===== config.mk =====
export PLATFORM = sky130hd
export DESIGN_NAME = qdec_updown
export DESIGN_NICKNAME = d
export VERILOG_FILES = /design/src/rtl/qdec_updown.sv
export SDC_FILE = /design/constraint.sdc
export NUM_CORES = 1
export LEC_CHECK = 0
export CORE_UTILIZATION = 55
export CTS_CLUSTER_DIAMETER = 60
export DETAILED_ROUTE_END_ITERATION = 6
export PLACE_DENSITY = 0.82
export SETUP_SLACK_MARGIN = 0.4
export SYNTH_ARGS = -nofsm -noshare
export SYNTH_HDL_FRONTEND = slang
export SYNTH_SLANG_ARGS = --single-unit

===== constraint.sdc =====
create_clock -name clk -period 5.2 [get_ports clk]
set_input_delay 1.04 -clock clk [delete_from_list [all_inputs] [get_ports clk]]
set_output_delay 1.04 -clock clk [all_outputs]
set_load 0.02 [all_outputs]

===== src/rtl/qdec_updown.sv =====
// qdec_updown: quadrature decoder with wrapping up/down position counter.
// Raw A/B encoder phases are synchronized (SYNC_STAGES flops each), optionally
// glitch-filtered, then decoded into step/dir pulses that drive a WIDTH-bit
// position count. Two-bit phase jumps set a sticky err flag.
// Optional glitch filter: define QDEC_FILTER_EN to include it (FILT_LEN cycles).
module qdec_updown #(
  parameter int WIDTH       = 8,
  parameter int SYNC_STAGES = 2,
  parameter int FILT_LEN    = 3
) (
  input  logic             clk,
  input  logic             reset,
  input  logic             a_in,
  input  logic             b_in,
  input  logic             clr,
  input  logic             err_clr,
  output logic [WIDTH-1:0] count,
  output logic             dir,
  output logic             step,
  output logic             err
);

`ifdef QDEC_FILTER_EN
  localparam int FILL_LEN = SYNC_STAGES + FILT_LEN;
`else
  localparam int FILL_LEN = SYNC_STAGES;
`endif
  localparam int FILL_W = $clog2(FILL_LEN + 1);

  if (SYNC_STAGES < 2 || FILT_LEN < 2) begin : g_bad_param
    $error("qdec_updown: SYNC_STAGES and FILT_LEN must both be >= 2");
  end

  typedef enum logic {
    FILL = 1'b0,
    RUN  = 1'b1
  } state_t;

  state_t                  state_q, state_d;
  logic [FILL_W-1:0]       fill_cnt, fill_d;

  logic [SYNC_STAGES-1:0]  a_sync, b_sync;
  logic [1:0]              ph_s;      // synchronized {A,B}
  logic [1:0]              cur_p;     // phase pair seen by the decoder
  logic [1:0]              prev_p;    // decoder phase pair from last cycle

  logic                    step_up, step_dn, illegal;

  // Two-flop (or deeper) synchronizer per phase input
  always_ff @(posedge clk) begin
    if (reset) begin
      a_sync <= '0;
      b_sync <= '0;
    end else begin
      a_sync <= {a_sync[SYNC_STAGES-2:0], a_in};
      b_sync <= {b_sync[SYNC_STAGES-2:0], b_in};
    end
  end

  assign ph_s = {a_sync[SYNC_STAGES-1], b_sync[SYNC_STAGES-1]};

`ifdef QDEC_FILTER_EN
  localparam int FCNT_W = $clog2(FILT_LEN);

  logic [1:0]        ph_f;
  logic [FCNT_W-1:0] fcnt [2];

  // Glitch filter: accept a new phase level only after FILT_LEN stable cycles
  always_ff @(posedge clk) begin
    if (reset) begin
      ph_f <= '0;
      for (int unsigned i = 0; i < 2; i++) begin
        fcnt[i] <= '0;
      end
    end else begin
      for (int unsigned i = 0; i < 2; i++) begin
        if (ph_s[i] != ph_f[i]) begin
          if (fcnt[i] == FCNT_W'(FILT_LEN - 1)) begin
            ph_f[i] <= ph_s[i];
            fcnt[i] <= '0;
          end else begin
            fcnt[i] <= fcnt[i] + FCNT_W'(1);
          end
        end else begin
          fcnt[i] <= '0;
        end
      end
    end
  end

  assign cur_p = ph_f;
`else
  assign cur_p = ph_s;
`endif

  // Previous-phase register follows the decoder input every cycle
  always_ff @(posedge clk) begin
    if (reset) begin
      prev_p <= '0;
    end else begin
      prev_p <= cur_p;
    end
  end

  // FSM state and fill counter registers
  always_ff @(posedge clk) begin
    if (reset) begin
      state_q  <= FILL;
      fill_cnt <= '0;
    end else begin
      state_q  <= state_d;
      fill_cnt <= fill_d;
    end
  end

  // FILL lasts one cycle beyond the pipeline depth so prev_p has caught up
  // with the settled decoder input before the first decode in RUN
  always_comb begin
    state_d = state_q;
    fill_d  = fill_cnt;
    case (state_q)
      FILL: begin
        if (fill_cnt == FILL_W'(FILL_LEN)) begin
          state_d = RUN;
        end else begin
          fill_d = fill_cnt + FILL_W'(1);
        end
      end
      RUN: begin
        state_d = RUN;
      end
      default: begin
        state_d = FILL;
      end
    endcase
  end

  // Decode {prev,cur} into up step, down step or illegal jump (RUN only)
  always_comb begin
    step_up = 1'b0;
    step_dn = 1'b0;
    illegal = 1'b0;
    if (state_q == RUN) begin
      case ({prev_p, cur_p})
        4'b00_10, 4'b10_11, 4'b11_01, 4'b01_00: step_up = 1'b1;
        4'b00_01, 4'b01_11, 4'b11_10, 4'b10_00: step_dn = 1'b1;
        4'b00_11, 4'b11_00, 4'b10_01, 4'b01_10: illegal = 1'b1;
        default: ;
      endcase
    end
  end

  // Position, direction, step pulse and sticky error registers
  always_ff @(posedge clk) begin
    if (reset) begin
      count <= '0;
      dir   <= 1'b1;
      step  <= 1'b0;
      err   <= 1'b0;
    end else begin
      step <= step_up | step_dn;

      if (clr) begin
        count <= '0;
      end else if (step_up) begin
        count <= count + WIDTH'(1);
      end else if (step_dn) begin
        count <= count - WIDTH'(1);
      end

      if (step_up) begin
        dir <= 1'b1;
      end else if (step_dn) begin
        dir <= 1'b0;
      end

      if (illegal) begin
        err <= 1'b1;
      end else if (err_clr) begin
        err <= 1'b0;
      end
    end
  end

endmodule

After elaboration in Yosys (flattened, before gate mapping)
Index checks and enable logic that the tools add are counted.
{ "totals": {"output_inout_bits": 11, "inputBits": 6, "ff_bits": 20, "wordCells": 48} }
{ "classes": {"n_addsub": 3, "reduce_logical": 8, "n_eq_ne": 13, "muxes": 12, "bitwise": 3} }
{ "ops": {"columns": ["operator", "count"], "rows": [
  ["4-bit == test, second input constant", 6],
  ["8-bit two-way mux", 2],
  ["4-bit by 3-bit == test with 1-bit output, second input constant", 3],
  ["4-bit OR reduction", 3],
  ["1-bit two-way mux", 9],
  ["8-bit by 1-bit adder with 8-bit output, second input constant", 1],
  ["4-bit by 2-bit == test with 1-bit output, second input constant", 2],
  ["8-bit by 1-bit subtractor with 8-bit output, second input constant", 1],
  ["4-bit by 1-bit == test with 1-bit output, second input constant", 1],
  ["2-bit nonzero test", 2],
  ["2-bit OR reduction", 2],
  ["2-bit by 1-bit adder with 2-bit output, second input constant", 1],
  ["2-bit == test, second input constant", 1],
  ["1-bit NOT", 2],
  ["1-bit one-hot mux with 2 select lines", 1],
  ["2-bit AND reduction", 1],
  ["1-bit OR", 1]
]} }

Depth between registers and ports, before layout
Gate-level depths: netlist of run 1.
{ "logic_depth": {"word_depth": 6, "mapped_depth": 8, "ltp_nobuf": 8} }

Least setup slack after synthesis of run 1
OpenSTA, ideal clock, no wires.
{ "synth_path": {"path_kind": "register to register", "start": "register prev_p[1]", "end": "register count[7]", "path_stages_with_launch": 9, "synth_period_minus_slack_ns": 2.375, "path_buffers": 0, "setup_time_ns": 0.072, "arrival_ns": 2.304, "required_time_ns": 5.128, "setup_slack_ns": 2.825, "cell_sequence": "dfxtp_1 -> xnor2_1 -> nand3_1 -> ha_1 -> a211oi_1 -> o211ai_1 -> a211o_2 -> a21oi_1 -> mux2i_1"} }
{ "synth_via": {"elab_chain_cells": 5, "elab_cells_between_ends": 16, "cone_classes": "8 x eq/ne; 5 x mux; 3 x reduce/logical"} }
{ "synth_lines": {"columns": ["item", "line_no", "text"], "rows": [
  ["start, declared", "45", "logic [1:0] prev_p;"],
  ["start signal, assigned", "101", "prev_p <= cur_p;"],
  ["4-bit by 2-bit == test with 1-bit output, or another cell as far along", "144", "case ({prev_p, cur_p})"],
  ["4-bit OR reduction", "144", null],
  ["1-bit two-way mux", "144", null],
  ["1-bit two-way mux", "143", "if (state_q == RUN) begin"],
  ["8-bit two-way mux / 2-bit nonzero test (equally long branches)", null, null],
  ["end signal, assigned", "166", "count <= count + WIDTH'(1);"],
  ["end signal, assigned", "168", "count <= count - WIDTH'(1);"],
  ["end, declared", "17", "output logic [WIDTH-1:0] count,"]
]} }
Parallel ways exist; a longest one is shown, timed or not.
A chain may end at the register's enable or synchronous reset.

Final worst setup path of run 1
{ "layout_path": {"start": "register prev_p[1]", "end": "register count[6]"} }
The elaborated chain is that of the path after synthesis.

==> results of run 1 <==
==> placed cells by master (no fill, tap or decap) <==
master,count
a21o_1,2
nor2b_1,6
clkdlybuf4s50_1,16
inv_1,4
a211oi_1,3
fa_1,1
nor4b_1,1
nand2_2,1
a311o_1,1
nor4_1,1
mux2i_1,5
xnor2_1,5
a32oi_1,1
nand2_1,3
xor2_1,4
or3_1,1
o21ai_0,3
nand4_1,1
clkbuf_4,3
dfxtp_1,20
o211ai_1,1
a311o_2,1
nand3_1,1
nor4_2,1
or2_2,2
a21oi_1,8
nor2_1,14
ha_1,7
o21bai_1,3
xor2_2,1
a2111oi_0,1
bufinv_16,1
a211o_2,1
==> per-layer routing <==
layer | global-route usage | vias to the layer above | part of all wire
met5 | 0 | - | 0
met4 | 0.0909 | 0 | 0.014
met3 | 0.0480 | 4 | 0.032
met2 | 0.316 | 14 | 0.44
met1 | 0.286 | 361 | 0.52
li1 | - | 414 | -
==> cell type report <==
cell class	count	area share
clock inverter	1	0.0240
timing repair buffer	16	0.128
inverter	4	0.0120
tap	25	0.0251
sequential	20	0.321
multi-input combinational	80	0.472
clock buffer	3	0.0180
==> registers in the layout, summed over array words and instances, names as in the netlist <==
name / cells
b_sync: 2
a_sync: 2
dir: 1
state_q: 1
prev_p: 2
step: 1
fill_cnt: 2
count: 8
err: 1
==> report_power, final <==
part           switching, mW  leakage [nW]  total (mW)  internal [mW]
combinational         0.0480         0.337      0.0918         0.0438
sequential            0.0122         0.163       0.179          0.167
clock                 0.0509        0.0279       0.129         0.0779
total                  0.111         0.528       0.400          0.289
==> worst max-delay path, delay by kind of cell, from the launching register on <==
family | cells | cell delay, ns
AOI/OAI and AO/OA | 4 | 0.92
xor gates and xnor gates | 1 | 0.39
adders and majority gates | 1 | 0.52
DFF | 1 | 0.35
and+or+nand+nor | 2 | 0.40
==> worst paths after layout <==
kind / startpoint / endpoint / slack [ns] / depth (start not counted)
setup / recovery: prev_p[1] / count[6] / 2.53 / 8
hold / removal: a_sync[0] / a_sync[1] / 0.46 / 1
setup reg to reg: prev_p[1] / count[6] / 2.53 / 8
hold reg to reg: a_sync[0] / a_sync[1] / 0.46 / 1
==> logic make-up after synthesis <==
family / Yosys count / synth area share
buffers and inverters: 7 / 0.0365
multiplexers: 5 / 0.0487
XOR/XNOR: 10 / 0.0926
AO/OA/AOI/OAI: 25 / 0.167
adder cells (fa/ha/maj): 8 / 0.105
flip-flops: 20 / 0.390
AND/OR/NAND/NOR: 32 / 0.161
==> metrics by stage <==
step           setup slack (ns)  hold WS [ns]
2_1_floorplan              2.82         0.414
3_5_place_dp               2.53         0.436
6_report                   2.53         0.457
3_3_place_gp               2.54         0.421
5_1_grt                    2.29         0.469
4_1_cts                    2.54         0.462
==> summary.txt, run 1 <==
Crit path time final - 2.67 ns
Nets - 139
Synth warn - 0
DR pass1 iterations - 4
Post-CTS sizing - 0
Clk pin slew, worst setup/hold paths - 0.12 ns
Min-Delay Path Class - reg -> reg
Finished Layout Cells - 149
Synth top cells by count - 20 x dfxtp_1, 14 x nor2_1, 8 x a21oi_1
Dominant cells by area after synthesis - dfxtp_1 39%, ha_1 8.5%, nor2_1 5.1%
Worst path arrival time - 2.87 ns
Vias per cell - 5.32
CTS Hold Buffers Added - 0
Via count - 793
Top-level I/O count - 17
Max incr delay on CP - 0.52 ns
CTS tree - built
Worst Path Max Fanout - 7
Synthesized area per cell - 9.60 um2
Max cap viols - 0
Most common cell in the netlist - dfxtp_1
Leak - 0.528 nW
Crit Path Class - reg -> reg
Grt total ovfl - 0
Vias in the first global route - 656
RSZ-0062 raised after global routing - false
Fillers - 155
Total power - 0.400 mW
Area of the multi-input gates - 589 um2
Post-route core utilization - 0.715
Setup TNS - 0 ns
Layout area overhead - 21.6%
Seq cells post-synth - 20
Gr usage total - 0.209
Cell Pwr Density - 320 mW/mm2
CTS Buf Count - 3
Initial Util - 0.589
Post-synth EDFFs - 0
Worst vdd ir - 283 uV
# rows - 15
Synthesized netlist cell count - 107
Clk buf depth - 2
Tightest Pin Transition - 0.479 ns
Outcome - completed
Top_reg_cell synth - dfxtp_1
Post-route ant nets - 0
Rel. slew slack - 0.680
Placed cells - 145
Ant diodes - 0
Setup violations, final - 0
Fmax - 0.374 GHz
Critical path cell sequence - xnor2_1, nand3_1, fa_1, a211oi_1, o21bai_1, a21oi_1, nor4_1, a311o_2
Synth cell types - 33
Root Driver - clkbuf_4
Die area - 0.00204 mm2
Synth Cell Area - 0.00103 mm2
Setup Skew - 0.00689 ns
Worst setup EP type - flip-flop
Die W - 45.2 um
Async S/R FF share, synth - 0
Fin. Hold Viols - 0
Startpoint Class - flip-flop
DR iter-0 viols - 14
Sequential area share after synthesis - 0.390
Die Ht - 45.2 um
Fin area - 0.00125 mm2
CP required - 5.40 ns
Drt total wl - 1820 um
DR DRC count - 0
Core area - 0.00175 mm2
Initial antenna violation count - 0
Largest net degree at the start of global routing - 16
Placer Congestion - 0.824
PortBufs - 16
Synth area leader - dfxtp_1
Post-CTS Setup Bufs - 0
Hpwl dp - 1330 um
Worst-Skew Late Latency - 0.30 ns
Slew Limit Fails - 0
Slowest stage cell, crit path - fa_1
Sink Count - 20
Share of the synthesized area in the top cell type - 0.390
Share of layout cells above drive strength 1 - 0.0887
Area of placed instances - 0.00120 mm2
Tcrit/Tclk final - 0.514
FF/Latch Area - 400 um2
DR WL/cell - 12.2 um
Syn_nets - 121
Max H-tree Level - 1
First-pass GRT wire length - 2990 um
Note: power is estimated with default switching activity, not from simulation.
==> inputs of run 2 (changes only) <==
--- a/config.mk
+++ b/config.mk
@@ -5,10 +5,10 @@
 export SDC_FILE = /design/constraint.sdc
 export NUM_CORES = 1
 export LEC_CHECK = 0
-export CORE_UTILIZATION = 55
+export CORE_UTILIZATION = 46
 export CTS_CLUSTER_DIAMETER = 60
 export DETAILED_ROUTE_END_ITERATION = 6
-export PLACE_DENSITY = 0.82
+export PLACE_DENSITY = 0.73
 export SETUP_SLACK_MARGIN = 0.4
 export SYNTH_ARGS = -nofsm -noshare
 export SYNTH_HDL_FRONTEND = slang
==> constraint.sdc (replaced) <==
create_clock -name clk -period 2.4 [get_ports clk]
set_input_delay 0.48 -clock clk [delete_from_list [all_inputs] [get_ports clk]]
set_output_delay 0.48 -clock clk [all_outputs]
set_load 0.02 [all_outputs]
==> summary.txt, run 2 (synthesis results as in run 1) <==
FF/Latch Area - 410 um2
Share of layout cells above drive strength 1 - 0.269
Worst path arrival time - 2.44 ns
Outcome - completed
Placed cells - 149
Gr usage total - 0.188
Die area - 0.00243 mm2
Nets - 145
Area of the multi-input gates - 734 um2
Max H-tree Level - 1
Fmax - 0.453 GHz
Post-route ant nets - 0
Setup Skew - 0.0103 ns
Fillers - 160
CTS Hold Buffers Added - 0
Die W - 49.3 um
DR pass1 iterations - 4
Ant diodes - 0
Slew Limit Fails - 0
Rel. slew slack - 0.781
Core area - 0.00202 mm2
Largest register FFs - 8
Tcrit/Tclk final - 0.919
Crit Path Class - reg -> reg
Placer Congestion - 0.796
Layout area overhead - 39.1%
CTS Buf Count - 3
Via count - 823
Most frequent cells in the layout - 16 x dfxtp_1, 16 x clkdlybuf4s50_1, 14 x nor2_1
Clk buf depth - 2
CTS tree - built
Largest register by flop count - count
Crit path time final - 2.21 ns
Worst-Skew Late Latency - 0.30 ns
Max cap viols - 0
Vias in the first global route - 780
Grt total ovfl - 0
RSZ-0062 raised after global routing - true
Worst vdd ir - 508 uV
Largest net degree at the start of global routing - 14
Hpwl dp - 1490 um
Worst Path Max Fanout - 7
DR WL/cell - 13.6 um
DR DRC count - 0
Vias per cell - 5.24
First-pass GRT wire length - 3510 um
Fin. Hold Viols - 0
Finished Layout Cells - 157
Min-Delay Path Class - reg -> reg
Post-route core utilization - 0.707
Initial Util - 0.508
# rows - 16
Sink Count - 20
Setup violations, final - 0
Tightest Pin Transition - 0.327 ns
Root Driver - clkbuf_4
Startpoint Class - flip-flop
Initial antenna violation count - 0
Cell Pwr Density - 563 mW/mm2
Setup TNS - 0 ns
Die Ht - 49.3 um
Drt total wl - 2130 um
Total power - 0.804 mW
CP required - 2.63 ns
Area of placed instances - 0.00132 mm2
PortBufs - 16
Clk pin slew, worst setup/hold paths - 0.12 ns
Leak - 0.570 nW
Fin area - 0.00143 mm2
Top-level I/O count - 17
DR iter-0 viols - 7
Worst setup EP type - flip-flop
==> run 2: cell count changes in the layout (fill, tap and decap cells not counted), sizes merged <==
cell	change
buf	+6
bufinv	-1
clkinv	+1
==> run 2: worst paths after layout <==
check / startpoint / to / slack (ns) / depth (start not counted)
max: a_sync[1] / count[7] / 0.19 / 8
min: b_sync[0] / b_sync[1] / 0.45 / 1
max reg2reg: a_sync[1] / count[7] / 0.19 / 8
min reg2reg: b_sync[0] / b_sync[1] / 0.45 / 1
==> run 2: power breakdown <==
part	leakage (nW)	switching [mW]	internal [mW]
combinational	0.390	0.126	0.127
sequential	0.165	0.0250	0.361
clock	0.0154	0.104	0.0606
total	0.570	0.256	0.549
==> run 2: layout make-up <==
type,count,share of cell area
Timing Repair Buffer,22,0.146
Inverter,4,0.0105
Clock buffer,3,0.0158
Clock inverter,1,0.00263
Tap cell,27,0.0236
Sequential cell,20,0.287
Multi-Input combinational cell,80,0.514
==> run 2: metrics by stage <==
step                setup slack [ns]  hold WS [ns]
floorplan                      0.357         0.412
global placement               0.199         0.416
detailed placement             0.156         0.424
CTS                            0.214         0.447
global route                  0.0546         0.457
finish                         0.195         0.446
==> run 2: worst max-delay path, stage by stage (launching register included) <==
cell and delay (ns):
dfxtp_4 0.40, xor2_4 0.19, nand3_4 0.20, ha_4 0.30
o21ai_1 0.22, o211ai_1 0.16, a211o_2 0.32, a21oi_2 0.15
mux2i_1 0.19
==> run 2: routing by layer <==
| metal | track usage | share of wire | vias to the layer above |
|---|---|---|---|
| met5 | 0 | 0 | - |
| li1 | - | - | 429 |
| met4 | 0.0147 | 0 | 0 |
| met1 | 0.257 | 0.49 | 381 |
| met3 | 0.0561 | 0.028 | 0 |
| met2 | 0.304 | 0.48 | 13 |
==> run 2: timing repair <==
action / 4_1_cts / 5_1_grt
setup buffers: 2 / 2
pin swaps: 4 / 5
endpoints found under the setup margin: 4 / 4
gates resized for setup: 1 / 12
